### src/rtl/pwm_demodulator.sv
// Recovers per-symbol high-step counts from a thermometer-coded, MSB-first PWM bitstream.
// Define PWM_DEMOD_GLITCH_FILTER_EN for majority-of-three step sampling.
module pwm_demodulator #(
    parameter int unsigned CLKS_PER_STEP = 4,
    parameter int unsigned PWM_STEPS     = 64,
    parameter int unsigned LOCK_SYMBOLS  = 4,
    parameter int unsigned DUTY_W        = $clog2(PWM_STEPS + 1)
) (
    input  logic              clk,
    input  logic              rst,
    input  logic              pwm_in,
    output logic [DUTY_W-1:0] duty,
    output logic              duty_valid,
    input  logic              duty_ready,
    output logic              locked,
    output logic              frame_err,
    output logic              overflow
);

    localparam int unsigned CNT_W  = (CLKS_PER_STEP > 1) ? $clog2(CLKS_PER_STEP) : 1;
    localparam int unsigned IDX_W  = (PWM_STEPS > 1) ? $clog2(PWM_STEPS) : 1;
    localparam int unsigned GOOD_W = $clog2(LOCK_SYMBOLS + 1);

    localparam logic [CNT_W-1:0]  CntMax   = CNT_W'(CLKS_PER_STEP - 1);
    localparam logic [CNT_W-1:0]  CntMid   = CNT_W'(CLKS_PER_STEP / 2);
    localparam logic [IDX_W-1:0]  IdxLast  = IDX_W'(PWM_STEPS - 1);
    localparam logic [GOOD_W-1:0] GoodLock = GOOD_W'(LOCK_SYMBOLS);
    localparam logic [GOOD_W-1:0] GoodPre  = GOOD_W'(LOCK_SYMBOLS - 1);

    localparam logic [0:0] StHunt    = 1'b0;
    localparam logic [0:0] StMeasure = 1'b1;

    logic              s_meta_q, s_q, s_dly_q;
    logic              rise;
    logic              samp_bit;
    logic              sample_pt;

    logic [0:0]        state_q, state_d;
    logic [CNT_W-1:0]  cnt_q, cnt_d;
    logic [IDX_W-1:0]  idx_q, idx_d;
    logic [DUTY_W-1:0] hcnt_q, hcnt_d;
    logic              seen_zero_q, seen_zero_d;
    logic [GOOD_W-1:0] good_q, good_d;
    logic              locked_q, locked_d;
    logic              frame_err_q, frame_err_d;

    logic [DUTY_W-1:0] duty_q, duty_d;
    logic              duty_valid_q, duty_valid_d;
    logic              overflow_q, overflow_d;

    logic              sym_done;
    logic [DUTY_W-1:0] result;

    assign rise = s_q & ~s_dly_q;

`ifdef PWM_DEMOD_GLITCH_FILTER_EN
    localparam logic [CNT_W-1:0] CntEarly  = CNT_W'(CLKS_PER_STEP / 2 - 1);
    localparam logic [CNT_W-1:0] CntSample = CNT_W'(CLKS_PER_STEP / 2 + 1);

    logic smp_early_q, smp_early_d;
    logic smp_mid_q, smp_mid_d;

    always_comb begin
        smp_early_d = (cnt_q == CntEarly) ? s_q : smp_early_q;
        smp_mid_d   = (cnt_q == CntMid) ? s_q : smp_mid_q;
    end

    always_ff @(posedge clk) begin
        if (!rst) begin
            smp_early_q <= 1'b0;
            smp_mid_q   <= 1'b0;
        end else begin
            smp_early_q <= smp_early_d;
            smp_mid_q   <= smp_mid_d;
        end
    end

    // Vote across the three cycles centred on the nominal sample point.
    assign samp_bit = (smp_early_q & smp_mid_q) | (smp_early_q & s_q) | (smp_mid_q & s_q);
`else
    localparam logic [CNT_W-1:0] CntSample = CntMid;

    assign samp_bit = s_q;
`endif

    assign sample_pt = (cnt_q == CntSample);

    // Framing FSM and step/symbol counters.
    always_comb begin
        state_d     = state_q;
        cnt_d       = (cnt_q == CntMax) ? '0 : cnt_q + CNT_W'(1);
        idx_d       = idx_q;
        hcnt_d      = hcnt_q;
        seen_zero_d = seen_zero_q;
        good_d      = good_q;
        locked_d    = locked_q;
        frame_err_d = 1'b0;
        sym_done    = 1'b0;
        result      = hcnt_q + DUTY_W'(samp_bit);

        case (state_q)
            StHunt: begin
                if (rise) begin
                    cnt_d       = '0;
                    idx_d       = '0;
                    hcnt_d      = '0;
                    seen_zero_d = 1'b0;
                    good_d      = '0;
                    state_d     = StMeasure;
                end
            end
            StMeasure: begin
                if (sample_pt) begin
                    if (samp_bit && seen_zero_q) begin
                        // A high step after a low one breaks thermometer coding.
                        frame_err_d = 1'b1;
                        locked_d    = 1'b0;
                        good_d      = '0;
                        idx_d       = '0;
                        hcnt_d      = '0;
                        seen_zero_d = 1'b0;
                        state_d     = StHunt;
                    end else if (idx_q == IdxLast) begin
                        sym_done    = 1'b1;
                        idx_d       = '0;
                        hcnt_d      = '0;
                        seen_zero_d = 1'b0;
                        if (good_q < GoodLock) begin
                            good_d = good_q + GOOD_W'(1);
                        end
                        if (good_q >= GoodPre) begin
                            locked_d = 1'b1;
                        end
                    end else begin
                        idx_d  = idx_q + IDX_W'(1);
                        hcnt_d = hcnt_q + DUTY_W'(samp_bit);
                        if (!samp_bit) begin
                            seen_zero_d = 1'b1;
                        end
                    end
                end
            end
            default: state_d = StHunt;
        endcase
    end

    // Output register with valid/ready; a result arriving while stalled is dropped.
    always_comb begin
        duty_d       = duty_q;
        duty_valid_d = duty_valid_q;
        overflow_d   = overflow_q;
        if (sym_done) begin
            if (duty_valid_q && !duty_ready) begin
                overflow_d = 1'b1;
            end else begin
                duty_d       = result;
                duty_valid_d = 1'b1;
            end
        end else if (duty_valid_q && duty_ready) begin
            duty_valid_d = 1'b0;
        end
    end

    always_ff @(posedge clk) begin
        if (!rst) begin
            s_meta_q     <= 1'b0;
            s_q          <= 1'b0;
            s_dly_q      <= 1'b0;
            state_q      <= StHunt;
            cnt_q        <= '0;
            idx_q        <= '0;
            hcnt_q       <= '0;
            seen_zero_q  <= 1'b0;
            good_q       <= '0;
            locked_q     <= 1'b0;
            frame_err_q  <= 1'b0;
            duty_q       <= '0;
            duty_valid_q <= 1'b0;
            overflow_q   <= 1'b0;
        end else begin
            s_meta_q     <= pwm_in;
            s_q          <= s_meta_q;
            s_dly_q      <= s_q;
            state_q      <= state_d;
            cnt_q        <= cnt_d;
            idx_q        <= idx_d;
            hcnt_q       <= hcnt_d;
            seen_zero_q  <= seen_zero_d;
            good_q       <= good_d;
            locked_q     <= locked_d;
            frame_err_q  <= frame_err_d;
            duty_q       <= duty_d;
            duty_valid_q <= duty_valid_d;
            overflow_q   <= overflow_d;
        end
    end

    assign duty       = duty_q;
    assign duty_valid = duty_valid_q;
    assign locked     = locked_q;
    assign frame_err  = frame_err_q;
    assign overflow   = overflow_q;

endmodule

### config.mk
export PLATFORM = sky130hd
export DESIGN_NAME = pwm_demodulator
export DESIGN_NICKNAME = d
export VERILOG_FILES = /design/src/rtl/pwm_demodulator.sv
export SDC_FILE = /design/constraint.sdc
export NUM_CORES = 1
export LEC_CHECK = 0
export ABC_AREA = 0
export BUFFER_PORTS_ARGS = -buffer_cell sky130_fd_sc_hd__buf_2
export CAP_MARGIN = 20
export CORE_MARGIN = 10
export CORE_UTILIZATION = 38
export CTS_BUF_LIST = sky130_fd_sc_hd__clkbuf_8
export DETAILED_ROUTE_END_ITERATION = 8
export GPL_TIMING_DRIVEN = 0
export SKIP_CTS_REPAIR_TIMING = 1
export SYNTH_ARGS = -nofsm -noshare
export SYNTH_HDL_FRONTEND = slang
export SYNTH_SLANG_ARGS = --single-unit
### constraint.sdc
create_clock -name clk -period 3.8 [get_ports clk]
set_clock_uncertainty 0.1 [all_clocks]
set_input_delay 0.19 -clock clk [delete_from_list [all_inputs] [get_ports clk]]
set_output_delay 0.19 -clock clk [all_outputs]
set_load 0.1 [all_outputs]
Word level (Yosys, flattened, before mapping)
Cells that the tools add are included.
W data, S select, Z words.
Storage, ports and cells
  bits in registers: 34
  input bits: 4
  output and inout port bits: 11
Operators by class
  add/sub/neg operators: 4
  magnitude comparators: 2
  equality and inequality tests: 9
  multiplexer cells: 40
  bitwise operators: 4
  reduce and logical (&&, ||, !) cells: 15
Operators by type and width (count)
  $mux W7: 4
  $mux W6: 4
  $mux W1: 19
  $mux W3: 5
  $pmux W7 S2: 1
  $pmux W6 S2: 1
  $reduce_and A2 Y1: 4
  $reduce_and A4 Y1: 2
  $add A7 B1 Y7: 1
  $add A6 B1 Y6 const B: 1
  $eq A6 B6 Y1 const B: 1
  $mux W2: 3
  $ne A2 B2 Y1 const B: 3
  $ne A3 B1 Y1 const B: 2
  $pmux W3 S2: 1
  $reduce_and A3 Y1: 2
  $reduce_bool A2 Y1: 3
  $eq A2 B2 Y1 const B: 2
  $ne A4 B2 Y1 const B: 1
  $pmux W1 S2: 2
  $add A3 B1 Y3 const B: 1
  $ge A3 B2 Y1 const B: 1
  $logic_and A1 B1 Y1: 3
  $lt A3 B3 Y1 const B: 1
  other kinds (4): 6

Longest topological paths before layout
  depth in word-level cells: 7
  mapped depth: 8

Worst setup path after synthesis
Ideal clock, no wire load.
  path kind: register to register
  start: reg duty_valid_q (netlist: duty_valid)
  end: reg duty_q[6] (netlist: duty[6])
  setup time: 80 ps
  arrival time: 1599 ps
  setup slack: 2021 ps
  stages on the path, launching flop included: 4
  path buffers: 0
  period minus slack after synthesis: 1779 ps
  cells stage by stage: dfxtp_1 -> nor2b_1 -> nor2_2 -> a211oi_2
Between the ends
  word-level cells in the longest chain between the ends: 3
Ends and longest elaborated chain
  start, declared: RTL line 48  | logic duty_valid_q, duty_valid_d;
  start signal, assigned: RTL line 193  | duty_valid_q <= duty_valid_d;
  $logic_and A1 B1 Y1: RTL line 153  | if (duty_valid_q && !duty_ready) begin
  $not A1 Y1 (no source line)
  $reduce_and A2 Y1 (no source line)
  end signal, assigned: RTL line 192  | duty_q <= duty_d;
  end, declared: RTL line 47  | logic [DUTY_W-1:0] duty_q, duty_d;
No other way between the ends.
A chain may end at the register's enable or synchronous reset.

Worst setup path after layout
  start: reg cnt_q[0]
  end: reg hcnt_q[3]
Between the ends
  word-level cells in the longest chain between the ends: 3
Ends and longest elaborated chain
  start, declared: RTL line 39  | logic [CNT_W-1:0] cnt_q, cnt_d;
  start signal, assigned: RTL line 185  | cnt_q <= cnt_d;
  $eq A2 B2 Y1: RTL line 86  | assign sample_pt = (cnt_q == CntSample);
  $ne A2 B2 Y1 (no source line)
  $reduce_and A2 Y1 (no source line)
  end signal, assigned: RTL line 187  | hcnt_q <= hcnt_d;
  end, declared: RTL line 41  | logic [DUTY_W-1:0] hcnt_q, hcnt_d;
No other way between the ends.

==> flow_summary_export.csv <==
group,metric,value,unit
sta,worst_slack,1.93,ns
floorplan,dieWidth,83.2,µm
floorplan,die-height,83.2,µm
critical_path,crit_type,"flop to flop",
power,power.total,668,µW
yosys,synthTopCellsByArea,"dfxtp_1, ha_1, a21oi_1",
cts,tritoncts,"built",
layout,final_core_util,46.2,%
layout,num_antenna_cells,0,
floorplan,ios,15,
cts,cts_buffer_depth,2,
place,portBuffers,14,
floorplan,core,3770,µm²
worst_hold_path,hp-class,"input pin to flop",
power,pwr-share-clk,41.0,%
floorplan,die-area,6930,µm²
yosys,async_reset_ff_share,0,%
drt,wl,3.26,mm
yosys,syn_nets,173,
global_routing,grt_pass1_wl,5.63,mm
layout,syn_to_final_growth,14.6,%
critical_path,crit_required,3.92,ns
global_routing,grt_max_degree,11,
sta,setup_tns,0,ns
flow_run,cap_violations,0,
power,power_frac_seq,54.9,%
power,switchingPower,153,µW
layout,nets,194,
critical_path,slowest_delay,0.36,ns
yosys,ys_types,36,
floorplan,core.rowCount,22,
drt,drc,0,
worst_hold_path,holdCritStartpoint,"pwm_in",
drt,drt_iter0_drc,63,
place,pre_cts_slack,1.96,ns
power,irDropWorstVdd,0.216,mV
drt,dr.pass1.iters,4,
critical_path,start_kind,"flop",
yosys,synth-seq-area-share,44.8,%
drt,postRouteAntennaNets,0,
sta,finalMaxSlewViolations,0,
yosys,synth-edff-count,0,
cts,clock-sinks,34,
sta,fin_crit,1.87,ns
yosys,yosys_warnings,0,
place,placedCellCount,224,
critical_path,cp.arrival,1.99,ns
cts,clk_pin_slew,0.07,ns
sta,hold_ws,0.00763,ns
critical_path,reg2reg_depth,8,
critical_path,startpoint,"cnt_q[0]",
global_routing,first_global_vias,1211,
yosys,synth_flop_cell,"dfxtp_1",
place,hpwlAfterDp,2.46,mm
power,powerDensity,384,nW/µm²
layout,final_common_cell,"dfxtp_1",
layout,drive_gt1_share,18.5,%
sta,hold_violations,0,
drt,via_per_inst,5.38,
global_routing,antenna_found_initial,0,
sta,fin_crit_sh,49.3,%
sta,worst_pin_slew,0.495,ns
sta,slew_headroom,67.2,%
yosys,syn_area,1520,µm²
global_routing,track_usage,9.47,%
place,postPlaceCellArea,1650,µm²
critical_path,regToRegSetupSlack,1.93,ns
sta,setup_viol,0,
layout,final_cell_mix,"dfxtp_1, a21oi_1, buf_2",
power,combPwrFrac,4.1,%
power,power.share.switching,23.0,%
cts,root_buffer,"clkbuf_8",
power,intPower,515,µW
cts,clock_latency,0.29,ns
worst_hold_path,hold_path_depth,2,
critical_path,slowest_stage,"dfxtp_1",
place,gp_congestion,0.729,
critical_path,path_cells,"inv_1 -> ha_1 -> and2_1 -> buf_4 -> nor2_1 -> buf_2 -> nand2_1 -> a31oi_1",
critical_path,end_kind,"flop",
layout,final_area,1740,µm²
drt,num_vias,1248,
critical_path,cp_max_fo,10,
power,leakagePower,0.693,nW
yosys,synth_top_cell_by_area,"dfxtp_1",
global_routing,overflow,0,
yosys,ys_ff_latch,34,
sta,fmax,534,MHz
floorplan,initial_core_util,40.3,%
cts,numCtsBuffers,5,
sta,rsz0062_at_grt,"no",
outcome,status,"complete, no violations",
drt,wire_per_inst,14.0,µm
yosys,netlist.area_leader.share,44.8,%
critical_path,r2r_end,"hcnt_q[3]",
yosys,postSynthAreaPerCell,9.38,µm²
yosys,syn_inst,162,
layout,stdcell_count,232,
worst_hold_path,worstHoldEndpoint,"s_meta_q",
cts,htreeDepth,2,
critical_path,r2r-start,"cnt_q[0]",
[power groups by stage]
stage	clock network, mW	logic, mW	registers (mW)
6_report	0.274	0.0276	0.367
5_1_grt	0.301	0.0314	0.367
4_1_cts	0.280	0.0281	0.367
3_5_place_dp	0	0.0279	0.375
3_3_place_gp	0	0.0273	0.374
2_1_floorplan	0	0.0198	0.374
[flip-flops by register name, summed over array words and instances (netlist names)]
signal	count
cnt_q	2
duty	7
duty_valid	1
frame_err	1
good_q	3
hcnt_q	7
idx_q	6
locked	1
overflow	1
s_dly_q	1
s_meta_q	1
s_q	1
seen_zero_q	1
state_q	1
[layer usage]
layer	global-route usage (%)	vias up	wire, µm
met5	0	-	0
met4	2.77	0	31
met3	3.52	7	121
met2	15.2	17	1520
met1	11.5	592	1580
li1	-	632	-
[critical path: cells and delay by family (launching register included)]
| family | cells | cell delay, ns |
|---|---|---|
| simple gates | 3 | 0.45 |
| flops | 1 | 0.36 |
| fa+ha+maj | 1 | 0.23 |
| buf+inv | 3 | 0.47 |
| compound gates | 1 | 0.19 |
[worst max-delay path by stage]
stage | slack [ns] | cells after the start | end
5_1_grt | 1.80 | 6 | hcnt_q[6]
3_3_place_gp | 1.99 | 8 | hcnt_q[4]
2_1_floorplan | 2.02 | 3 | duty[6]
4_1_cts | 1.92 | 8 | hcnt_q[3]
3_5_place_dp | 1.96 | 8 | hcnt_q[3]
6_report | 1.93 | 8 | hcnt_q[3]
[kinds of logic after synthesis]
logic type,after synthesis,synth area share (%)
adder cells (fa/ha/maj),7,5.77
buffers and inverters,9,2.88
XOR/XNOR,9,5.19
AND/OR/NAND/NOR,57,20.3
AO/OA/AOI/OAI,46,21.0
flip-flops,34,44.8
[Yosys cell counts, types with 2 or more instances]
cell type and instances:
or3_1 2, a21oi_1 17, xor2_1 6, nand3_1 12
nor2_1 15, buf_4 2, a31oi_1 3, nand2b_1 5
dfxtp_1 34, a32oi_1 3, o21ai_1 9, inv_1 2
buf_2 2, a211oi_2 5, nor3_1 3, and2_1 5
xnor2_1 3, o2111ai_1 2, nand2_1 6, ha_1 7
and3_1 4
[cell type report]
class	count	area, µm²
plain buffers	6	32.5
clock buffers	6	82.6
clock inverters	2	8.76
fillers	344	2030
inverters	3	11.3
multi-input cells	119	795
flip-flops and latches	34	681
well taps	48	60.1
repair buffers	14	70.1
No activity file was read; power rests on OpenSTA's default activity.
